===== config.mk =====
export PLATFORM = sky130hd
export DESIGN_NAME = module_func_arbiter
export DESIGN_NICKNAME = d
export VERILOG_FILES = /design/src/rtl/module_func_arbiter.sv
export SDC_FILE = /design/constraint.sdc
export NUM_CORES = 1
export LEC_CHECK = 0
export CAP_MARGIN = 10
export CORE_ASPECT_RATIO = 0.7
export CORE_MARGIN = 4
export CORE_UTILIZATION = 55
export CTS_BUF_LIST = sky130_fd_sc_hd__clkbuf_4 sky130_fd_sc_hd__clkbuf_8
export DETAILED_ROUTE_END_ITERATION = 10
export DONT_BUFFER_PORTS = 1
export PLACE_DENSITY = 0.73
export SLEW_MARGIN = 0
export SYNTH_ARGS = -nofsm -noshare
export SYNTH_HDL_FRONTEND = slang
export SYNTH_SLANG_ARGS = --single-unit

===== constraint.sdc =====
create_clock -name in_clk -period 1.8 [get_ports in_clk]
set_input_delay 0.18 -clock in_clk [delete_from_list [all_inputs] [get_ports in_clk]]
set_output_delay 0.18 -clock in_clk [all_outputs]
set_load 0.1 [all_outputs]

===== src/rtl/module_func_arbiter.sv =====
// -----------------------------------------------------------------------------
// module_func_arbiter
//
// Round-robin arbiter and sequencer for one shared add-and-decrement unit
// (result = a + b - 1). Requesters offer operands on a valid/ready handshake.
// One requester is granted at a time. Its operands are captured, the result
// is computed in a registered execute stage, and the result is returned with
// the requester ID on a single response channel that supports backpressure.
//
// Ports:
//   in_clk         rising-edge clock
//   in_rst         asynchronous active-high reset
//   in_req_valid   per-requester request valid           [NUM_REQ]
//   in_req_a       packed operand A, requester i at [i*DATA_W +: DATA_W]
//   in_req_b       packed operand B, same packing
//   out_req_ready  one-hot grant (combinational, IDLE only) [NUM_REQ]
//   out_rsp_valid  response valid (RESP state)
//   out_rsp_id     requester index of the response       [ID_W]
//   out_rsp_data   result                                 [DATA_W]
//   in_rsp_ready   consumer accepts the response
//   out_busy       high whenever the FSM is not IDLE
//   out_op_count   completed responses, wraps modulo 2^16
// -----------------------------------------------------------------------------
module module_func_arbiter #(
    parameter int NUM_REQ = 4,
    parameter int DATA_W  = 8,
    parameter int ID_W    = $clog2(NUM_REQ)
) (
    input  logic                      in_clk,
    input  logic                      in_rst,
    input  logic [NUM_REQ-1:0]        in_req_valid,
    input  logic [NUM_REQ*DATA_W-1:0] in_req_a,
    input  logic [NUM_REQ*DATA_W-1:0] in_req_b,
    output logic [NUM_REQ-1:0]        out_req_ready,
    output logic                      out_rsp_valid,
    output logic [ID_W-1:0]           out_rsp_id,
    output logic [DATA_W-1:0]         out_rsp_data,
    input  logic                      in_rsp_ready,
    output logic                      out_busy,
    output logic [15:0]               out_op_count
);

    typedef enum logic [1:0] {
        IDLE = 2'd0,
        EXEC = 2'd1,
        RESP = 2'd2
    } state_e;

    state_e            state_q, state_d;
    logic [ID_W-1:0]   rr_ptr_q, rr_ptr_d;
    logic [DATA_W-1:0] a_q, a_d;
    logic [DATA_W-1:0] b_q, b_d;
    logic [ID_W-1:0]   id_q, id_d;
    logic [DATA_W-1:0] result_q, result_d;
    logic [15:0]       op_count_q, op_count_d;

    logic              grant_found;
    logic [ID_W-1:0]   grant_idx;
    logic [ID_W-1:0]   cand_idx;
    int                cand;

    // Round-robin search: starting at rr_ptr and wrapping modulo NUM_REQ,
    // the first requester whose valid is set this cycle wins.
    always_comb begin
        grant_found = 1'b0;
        grant_idx   = '0;
        cand        = 0;
        cand_idx    = '0;
        for (int k = 0; k < NUM_REQ; k++) begin
            cand = int'(rr_ptr_q) + k;
            if (cand >= NUM_REQ) begin
                cand = cand - NUM_REQ;
            end
            cand_idx = ID_W'(cand);
            if (!grant_found && in_req_valid[cand_idx]) begin
                grant_found = 1'b1;
                grant_idx   = cand_idx;
            end
        end
    end

    // The grant is only offered in IDLE. It is also forced low while reset
    // is asserted so that every output reads 0 during reset, even with
    // requests pending.
    always_comb begin
        out_req_ready = '0;
        if (!in_rst && state_q == IDLE && grant_found) begin
            out_req_ready = NUM_REQ'(1) << grant_idx;
        end
    end

    // Next-state logic. Operands are sampled only at the grant handshake.
    // The result register drops the carry out of the add and the borrow of
    // the decrement.
    always_comb begin
        state_d    = state_q;
        rr_ptr_d   = rr_ptr_q;
        a_d        = a_q;
        b_d        = b_q;
        id_d       = id_q;
        result_d   = result_q;
        op_count_d = op_count_q;
        case (state_q)
            IDLE: begin
                if (grant_found) begin
                    a_d      = in_req_a[int'(grant_idx)*DATA_W +: DATA_W];
                    b_d      = in_req_b[int'(grant_idx)*DATA_W +: DATA_W];
                    id_d     = grant_idx;
                    rr_ptr_d = (grant_idx == ID_W'(NUM_REQ - 1)) ? '0 : grant_idx + ID_W'(1);
                    state_d  = EXEC;
                end
            end
            EXEC: begin
                result_d = a_q + b_q - DATA_W'(1);
                state_d  = RESP;
            end
            RESP: begin
                if (in_rsp_ready) begin
                    op_count_d = op_count_q + 16'd1;
                    state_d    = IDLE;
                end
            end
            default: begin
                state_d = IDLE;
            end
        endcase
    end

    // State and datapath registers. Reset discards any operation in flight.
    always_ff @(posedge in_clk or posedge in_rst) begin
        if (in_rst) begin
            state_q    <= IDLE;
            rr_ptr_q   <= '0;
            a_q        <= '0;
            b_q        <= '0;
            id_q       <= '0;
            result_q   <= '0;
            op_count_q <= '0;
        end else begin
            state_q    <= state_d;
            rr_ptr_q   <= rr_ptr_d;
            a_q        <= a_d;
            b_q        <= b_d;
            id_q       <= id_d;
            result_q   <= result_d;
            op_count_q <= op_count_d;
        end
    end

    // Response side is driven only from registers and state decode, so
    // in_rsp_ready never reaches an output combinationally.
    assign out_rsp_valid = (state_q == RESP);
    assign out_rsp_id    = id_q;
    assign out_rsp_data  = result_q;
    assign out_busy      = (state_q != IDLE);
    assign out_op_count  = op_count_q;

endmodule


==> out/results.txt, run 1 <==
Reported net switching power - 4.42 mW
Gp weighted congestion - 0.877
Overflow left after global routing - 0
Reg2reg end - out_rsp_data[7]
Total leakage power - 1.81 nW
Total Nets Final - 438
Crit Path Max Fanout - 2
DIE AREA - 0.00640 mm2
Tightest hold margin - 0.120 ns
Clock latency at the later pin of the worst-skew pair - 0.29 ns
Worst Setup Slack post-DPL - -0.270 ns
Clock share of power - 7.3%
Most frequently used flop master after synthesis - dfrtp_1
Final non-filler cell total - 421
Fmax - 0.502 GHz
Smallest setup slack after layout - -0.191 ns
Data required time at the worst endpoint - 1.99 ns
Detailed placement HPWL - 5320 um
Max-cap check violation count - 0
Largest net degree at the start of global routing - 37
Number of enable flip-flop cells after synthesis - 0
Post-detailed-routing wire length - 7480 um
Hold Vio Cnt, Final - 0
Worst path buffer plus inverter count - 3
Flip-flop and latch count after synthesis - 46
Power per standard cell area - 2350 mW/mm2
Arrival @ worst endpoint - 2.18 ns
Flop-to-flop setup slack - -0.19 ns
Relative max-transition margin - 69.9%
Share of the yosys chip area belonging to registers - 40.5%
Longest Clk Path Bufs - 2
Portion of total power attributed to combinational logic - 73.6%
Routed Antenna Nets - 0
Initial DRT Pass Iterations - 4
Area of the core - 0.00489 mm2
Min-Delay Startpoint - in_req_a[27]
Total number of clock tree sinks - 46
Number of failing setup endpoints in the final timing report - 7
Crit share post-route - 111%
Mean cell area of the mapped netlist - 9.97 um2
CP Capture Type - flop
Number of nets produced by synthesis - 372
Number of H-tree branching levels - 2
Horizontal extent of the die - 93.9 um
Number of distinct library cells after synthesis - 48
Post-route minimum period - 1.99 ns
Total GRT Usage - 23.7%
Sequence of cells on the critical path - inv_2, ha_4, inv_2, ha_4, inv_2, fa_2, nor2b_2, o31ai_2, a21oi_1, xnor2_1, o21ai_1
Number of buffers added by the clock tree synthesis step - 5
Reg-to-Reg Start - a_q[1]
Kind of critical path - flop to flop
Type of the tightest min-delay check - input pin to flop
Via-per-instance ratio - 5.45
Cell internal pwr - 4.41 mW
Fillcell total - 335
Clock root buffer - clkbuf_8
Largest voltage drop on the vdd net - 1.26 mV
Routed via count - 2294
Antenna Diode Count - 0
IO buf count - 0
Worst hold path depth - 2
Final count of pins violating max slew - 0
Slowest cell delay on critical path - 0.41 ns
Synthesis warning total - 0
TritonCTS clock tree - yes
Sort of element at the start of the critical path - flop
Clock slew at the register clock pins of the worst setup and hold paths - 0.09 ns
Initial DRC count - 143
Kind of cell adding the most delay to the critical path - adder cells
Switching portion of total power - 50.0%
WL/cell - 17.8 um
Number of placed cells counting well taps - 385
RSZ-0062 raised after global routing - yes
Fraction of registers with async set or reset after synthesis - 100%
Share of power burned in registers - 19.1%
Most frequent cell on the critical path - inv_2
Summed instance area of the synthesized netlist - 0.00284 mm2
Highest-delay cell along the critical path - dfrtp_1
Number of global-route vias before repair - 2295
Starting Density - 58.1%
Post-layout power - 8.82 mW
Vertical die dimension - 68.1 um
Post-route clock skew - 0.00492 ns
IO Count - 103
Outcome - finished, violations left
First-pass GRT wire length - 11600 um
Area added between synthesis and finish - 32.1%
Post-detailed-route DRC marker count - 0
Hold Path End - a_q[3]
Failing checks - negative setup slack
Initial antenna violation count - 0
Standard-cell row count - 21
Worst-case reg-to-reg path depth - 11
Transition time at the pin with the least slew margin - 0.452 ns
Post-Synthesis Cells - 285
Share of layout cells above drive strength 1 - 42.0%
cells by family (layout without fill, tap and decap cells):
family                   after synthesis  after routing  synth area share (%)
AO/OA/AOI/OAI                         61             61                  16.3
XOR/XNOR                              21             21                  6.48
adder cells (fa/ha/maj)               16             16                  7.31
buffers and inverters                 47            114                  9.30
flip-flops                            46             46                  40.5
multiplexers                          18             18                  6.43
AND/OR/NAND/NOR                       76             76                  13.7
sequential cells by signal, summed over array words and instances, names as in the netlist:
| name | cells |
|---|---|
| rr_ptr_q | 2 |
| state_q | 2 |
| out_op_count | 16 |
| b_q | 8 |
| out_rsp_data | 8 |
| a_q | 8 |
| out_rsp_id | 2 |
layout by cell type, fill, tap and decap left out, drive strengths merged, types with 11 or more instances in the layout:
master / n
mux2i: 16
o21ai: 11
nand2: 37
inv: 32
xnor2: 12
a22oi: 16
dfrtp: 46
buf: 71
o221ai: 16
ha: 15
metal layers:
layer / share of wire, % / global-route usage (%)
met3: 7.4 / 7.47
met4: 0.63 / 5.59
met5: 0 / 0
met1: 43 / 31.7
met2: 49 / 37.9
power groups by stage:
| stage | Sequential, mW | Combinational (mW) | Clock [mW] |
|---|---|---|---|
| after floorplan | 2.81 | 3.06 | 0 |
| after global placement | 1.69 | 5.18 | 0 |
| after detailed placement | 1.72 | 5.28 | 0 |
| after CTS | 1.68 | 5.70 | 0.651 |
| after global routing | 1.74 | 7.03 | 0.703 |
| final | 1.69 | 6.49 | 0.643 |
cell type report:
| cell class | count | area (um2) | share of cell area [%] |
|---|---|---|---|
| Clock inverter | 2 | 13.8 | 0.367 |
| Tap cell | 69 | 86.3 | 2.30 |
| Multi-Input combinational cell | 192 | 1640 | 43.6 |
| Clock buffer | 6 | 76.3 | 2.03 |
| Timing Repair Buffer | 73 | 624 | 16.6 |
| Inverter | 33 | 135 | 3.60 |
| Sequential cell | 46 | 1180 | 31.4 |
metrics by stage:
stage / TNS, ns / area (um2) / util, %
floorplan: -0.120 / 2930 / -
global placement: -0.214 / 3250 / 66.5
detailed placement: -0.453 / 3250 / 66.5
CTS: -0.655 / 3520 / 72.0
global route: -1.48 / 3750 / 76.8
finish: -0.738 / 3750 / 76.8
synth_stat cells (2+ instances only):
cell / instances / area share [%]
xor2_1: 9 / 2.8
o21ai_0: 11 / 1.9
buf_6: 2 / 0.79
mux2i_1: 16 / 5.6
clkbuf_8: 4 / 1.9
nand2b_1: 2 / 0.44
and3_1: 4 / 0.88
ha_1: 15 / 6.6
inv_2: 2 / 0.26
a22oi_1: 16 / 4.2
buf_2: 3 / 0.53
nor2b_2: 2 / 0.62
nand2_1: 36 / 4.8
and4_1: 3 / 0.93
a21oi_1: 5 / 0.88
o31ai_1: 2 / 0.53
nor2_1: 9 / 1.2
and2_1: 2 / 0.44
nand4_1: 2 / 0.44
o221ai_1: 16 / 4.9
xnor2_1: 12 / 3.7
mux2_2: 2 / 0.79
dfrtp_1: 46 / 41
nand3_1: 6 / 1.1
a21o_1: 3 / 0.79
clkbuf_1: 2 / 0.26
inv_1: 31 / 4.1
nor2b_1: 2 / 0.44
how the worst max path moves through the flow:
stage | startpoint | end | slack [ns] | cells past startpoint
after CTS | a_q[1] | out_rsp_data[7] | -0.21 | 11
after global routing | rr_ptr_q[1] | out_req_ready[3] | -0.26 | 5
after global placement | a_q[1] | out_rsp_data[7] | -0.16 | 11
after detailed placement | a_q[1] | out_rsp_data[7] | -0.27 | 11
after floorplan | a_q[1] | out_rsp_data[7] | -0.12 | 11
final | a_q[1] | out_rsp_data[7] | -0.19 | 11
what timing repair did:
| action | 4_1_cts | 5_1_grt |
|---|---|---|
| endpoints found under the setup margin | 7 | 15 |
| buffers inserted | 14 | 13 |
| hold buffers | 2 | 0 |
| resized for setup | 18 | 39 |
| pin swaps | 10 | 18 |
| endpoints found under the hold margin | 11 | 0 |
(Power assumes the default switching activity.)
==> run 2: changes to the inputs <==
Settings changed: MAX_ROUTING_LAYER set to met4, PLACE_DENSITY 0.73 to 0.7, RECOVER_POWER set to 50.
Clock period 1.8 ns to 1.9 ns, I/O delays scaled along.
==> out/results.txt, run 2 (synthesized netlist as in run 1, its figures left out) <==
Area added between synthesis and finish - 22.5%
Relative max-transition margin - 33.4%
Vertical die dimension - 68.1 um
Detailed placement HPWL - 5170 um
Crit share post-route - 106%
Post-layout power - 7.52 mW
Most frequent cells in the layout - buf_4, nand2_1, dfrtp_1, inv_1, mux2i_1
Initial DRC count - 107
Clock root buffer - clkbuf_8
Flop-to-flop setup slack - -0.09 ns
DIE AREA - 0.00640 mm2
Final count of pins violating max slew - 0
Total GRT Usage - 22.1%
Reg-to-Reg Start - a_q[1]
Kind of critical path - flop to primary output
Max-cap check violation count - 0
Fmax - 0.495 GHz
Crit Path Max Fanout - 7
CP Capture Type - primary output
Transition time at the pin with the least slew margin - 0.999 ns
Hold Vio Cnt, Final - 0
Standard-cell row count - 21
Clock slew at the register clock pins of the worst setup and hold paths - 0.09 ns
Largest net degree at the start of global routing - 29
Routed Antenna Nets - 0
Post-route minimum period - 2.02 ns
Power per standard cell area - 2160 mW/mm2
Area of the core - 0.00489 mm2
Number of global-route vias before repair - 2196
Outcome - finished, violations left
Gp weighted congestion - 0.860
Arrival @ worst endpoint - 1.83 ns
Type of the tightest min-delay check - input pin to flop
Worst-case reg-to-reg path depth - 11
Clock latency at the later pin of the worst-skew pair - 0.29 ns
Initial antenna violation count - 0
Post-route clock skew - 0.00431 ns
Number of buffers added by the clock tree synthesis step - 5
Total Nets Final - 420
Overflow left after global routing - 0
Number of H-tree branching levels - 2
Sort of element at the start of the critical path - flop
Via-per-instance ratio - 5.52
Hold Path End - b_q[1]
IO buf count - 0
Reg2reg end - out_rsp_data[7]
Longest Clk Path Bufs - 2
Number of flip-flops in the largest register - 16
Starting Density - 58.1%
Final core utilization - 71.2%
IO Count - 103
Total number of clock tree sinks - 46
TritonCTS clock tree - yes
Horizontal extent of the die - 93.9 um
Number of failing setup endpoints in the final timing report - 5
Largest voltage drop on the vdd net - 1.08 mV
Worst hold path depth - 2
Worst Setup Slack post-DPL - -0.132 ns
Routed via count - 2224
RSZ-0062 raised after global routing - yes
Post-detailed-route DRC marker count - 0
WL/cell - 16.9 um
Initial DRT Pass Iterations - 4
Post-detailed-routing wire length - 6800 um
Antenna Diode Count - 0
Min-Delay Startpoint - in_req_b[25]
Failing checks - negative setup slack
Total leakage power - 1.69 nW
Smallest setup slack after layout - -0.120 ns
First-pass GRT wire length - 10600 um
Most common library cell in the layout ignoring fill and taps - buf_4
Share of layout cells above drive strength 1 - 32.9%
Data required time at the worst endpoint - 1.71 ns
run 2: critical path, stage by stage, from the launching register on:
cell      delay (ns)
dfrtp_2         0.46
a21o_1          0.18
a21boi_2        0.11
o22a_1          0.24
ha_4            0.17
and3_4          0.37
run 2: worst max-delay path by stage:
stage / startpoint / to / slack, ns / depth (start not counted)
CTS: rr_ptr_q[0] / out_req_ready[3] / -0.1 / 6
global route: a_q[1] / out_rsp_data[7] / -0.20 / 11
floorplan: a_q[1] / out_rsp_data[7] / -0.02 / 11
finish: rr_ptr_q[1] / out_req_ready[3] / -0.12 / 5
global placement: a_q[1] / out_rsp_data[7] / -0.07 / 11
detailed placement: a_q[1] / out_rsp_data[7] / -0.13 / 11
run 2: cell type report:
type / instances / area (um2)
flip-flops and latches: 46 / 1170
fillers: 412 / 1410
clock inverters: 2 / 12.5
multi-input cells: 192 / 1540
repair buffers: 55 / 458
inverters: 33 / 130
well taps: 69 / 86.3
clock buffers: 6 / 82.6
run 2: per-layer routing:
| metal | vias to the layer above | GRT usage [%] | part of all wire [%] |
|---|---|---|---|
| li1 | 1089 | - | - |
| met3 | 0 | 4.62 | 5.4 |
| met1 | 1066 | 31.1 | 49 |
| met5 | - | - | 0 |
| met4 | 0 | 2.16 | 0 |
| met2 | 69 | 34.7 | 46 |
run 2: power breakdown:
part / total [mW] / switching [mW] / internal (mW) / leakage, nW
Sequential: 1.59 / 0.229 / 1.36 / 0.565
Combinational: 5.30 / 3.31 / 2.00 / 1.08
Clock: 0.626 / 0.333 / 0.293 / 0.0472
Total: 7.52 / 3.87 / 3.65 / 1.69
run 2: metrics by stage:
step	hold slack (ns)	std cells	cell area [um2]	setup TNS, ns
5_1_grt	0.118	403	3480	-0.889
2_1_floorplan	0.213	285	2880	-0.0209
3_3_place_gp	0.147	384	3200	-0.115
3_5_place_dp	0.150	384	3200	-0.235
4_1_cts	0.0967	402	3420	-0.191
6_report	0.121	403	3480	-0.267
run 2: repair_timing:
item                       CTS  global route
hold endpoints to repair    47             0
pin swaps                   10            13
setup endpoints to repair    6             8
gates resized for setup     15            18
hold buffers                 2             0
setup buffers                8             1
==> run 3: changes to the inputs <==
Settings changed: CAP_MARGIN 10 to not set, RECOVER_POWER 50 to not set.
==> out/results.txt, run 3 (synthesized netlist as in run 1, its figures left out) <==
Initial antenna violation count - 0
Fillcell total - 405
Placed cell area - 0.00320 mm2
Smallest setup slack after layout - -0.115 ns
Type of the tightest min-delay check - input pin to flop
Tightest hold margin - 0.121 ns
Number of buffers added by the clock tree synthesis step - 5
Failing checks - negative setup slack
Initial DRC count - 131
WL/cell - 16.9 um
Total Nets Final - 420
Total GRT Usage - 22.1%
Total area of sequential cells - 0.00117 mm2
Crit Path Max Fanout - 7
Post-detailed-routing wire length - 6830 um
Highest-delay cell along the critical path - dfrtp_2
Kind of cell adding the most delay to the critical path - compound AO/OA/AOI/OAI gates
Total number of clock tree sinks - 46
Post-detailed-route DRC marker count - 0
IO buf count - 0
Hold Vio Cnt, Final - 0
Number of flip-flops in the largest register - 16
Longest Clk Path Bufs - 2
Overflow left after global routing - 0
Detailed placement HPWL - 5170 um
Final count of pins violating max slew - 0
Share of layout cells above drive strength 1 - 33.5%
Via-per-instance ratio - 5.56
Standard-cell row count - 21
Combined area of the multi-input logic cells - 0.00155 mm2
Most frequent cells in the layout - buf_4, nand2_1, dfrtp_1, inv_1, mux2i_1
Number of H-tree branching levels - 2
Clock latency at the later pin of the worst-skew pair - 0.29 ns
Transition time at the pin with the least slew margin - 0.401 ns
Relative max-transition margin - 73.0%
Power per standard cell area - 2160 mW/mm2
Number of global-route vias before repair - 2196
Starting Density - 58.1%
Area added between synthesis and finish - 23.6%
Sequence of cells on the critical path - a21o_1, a21boi_2, o22a_1, ha_4, and3_4
Outcome - finished, violations left
Most common library cell in the layout ignoring fill and taps - buf_4
Number of failing setup endpoints in the final timing report - 4
IO Count - 103
TritonCTS clock tree - yes
Antenna Diode Count - 0
Slowest cell delay on critical path - 0.46 ns
Kind of critical path - flop to primary output
RSZ-0062 raised after global routing - yes
Post-route clock skew - 0.00622 ns
Largest voltage drop on the vdd net - 1.08 mV
Worst path buffer plus inverter count - 0
Worst Setup Slack post-DPL - -0.132 ns
Crit share post-route - 106%
Fmax - 0.496 GHz
First-pass GRT wire length - 10600 um
CP Capture Type - primary output
Vertical die dimension - 68.1 um
Clock slew at the register clock pins of the worst setup and hold paths - 0.09 ns
Min-Delay Startpoint - in_req_b[25]
Total leakage power - 1.70 nW
Routed via count - 2239
Arrival @ worst endpoint - 1.83 ns
Post-route minimum period - 2.02 ns
Initial DRT Pass Iterations - 4
Largest net degree at the start of global routing - 29
DIE AREA - 0.00640 mm2
Reg-to-Reg Start - a_q[1]
Final cell area excluding filler cells - 0.00351 mm2
Routed Antenna Nets - 0
Max-cap check violation count - 0
Gp weighted congestion - 0.860
Clock root buffer - clkbuf_8
Area of the core - 0.00489 mm2
Horizontal extent of the die - 93.9 um
Sort of element at the start of the critical path - flop
Data required time at the worst endpoint - 1.71 ns
Launching element of the worst setup path - rr_ptr_q[1]
[run 3: cell type report]
| type | instances | share of cell area, % |
|---|---|---|
| inverters | 33 | 3.78 |
| repair buffers | 55 | 13.7 |
| clock buffers | 6 | 2.35 |
| multi-input cells | 192 | 44.1 |
| flip-flops and latches | 46 | 33.3 |
| well taps | 69 | 2.46 |
| clock inverters | 2 | 0.357 |
[run 3: worst reg2reg max path, stage by stage, from the launching register on]
cell	delay [ns]
dfrtp_1	0.36
inv_1	0.05
ha_1	0.28
inv_1	0.06
ha_2	0.18
inv_2	0.04
fa_2	0.34
nor2b_2	0.14
o31ai_2	0.07
a21oi_1	0.16
xnor2_1	0.13
o21ai_1	0.07
[run 3: where the power goes]
group | internal [mW] | switching, mW | total, mW
Clock | 0.293 | 0.332 | 0.625
Combinational | 2.04 | 3.32 | 5.36
Sequential | 1.36 | 0.230 | 1.59
[run 3: per-stage QoR]
step                util, %  power (mW)  std cells  TNS [ns]
finish                 71.8        7.58        403    -0.259
global route           71.8        8.18        403    -0.753
CTS                    70.0        7.35        402    -0.191
detailed placement     65.5        6.43        384    -0.235
global placement       65.5        6.33        384    -0.115
floorplan                 -        5.40        285   -0.0209
[run 3: what timing repair did]
action | 4_1_cts | 5_1_grt
endpoints found under the setup margin | 6 | 8
gates cloned | 0 | 0
gates resized for setup | 15 | 18
hold buffers | 2 | 0
buffers inserted | 8 | 1
pin swaps | 10 | 13
hold endpoints to repair | 47 | 0
[run 3: routing by layer]
metal | part of all wire (%) | global-route usage [%] | vias up
li1 | - | - | 1087
met4 | 0.12 | 2.16 | 0
met2 | 46 | 34.7 | 69
met3 | 5.5 | 4.62 | 2
met5 | 0 | - | -
met1 | 48 | 31.1 | 1081
[run 3: final timing paths]
| check | end | slack, ns | cells after the start |
|---|---|---|---|
| min | b_q[1] | 0.12 | 2 |
| max | out_req_ready[3] | -0.12 | 5 |
| min reg2reg | out_rsp_data[3] | 0.48 | 2 |
| max in group asynchronous | rr_ptr_q[0] | 1.11 | 3 |
| max reg2reg | out_rsp_data[7] | -0.09 | 11 |
| min in group asynchronous | state_q[1] | 0.44 | 3 |
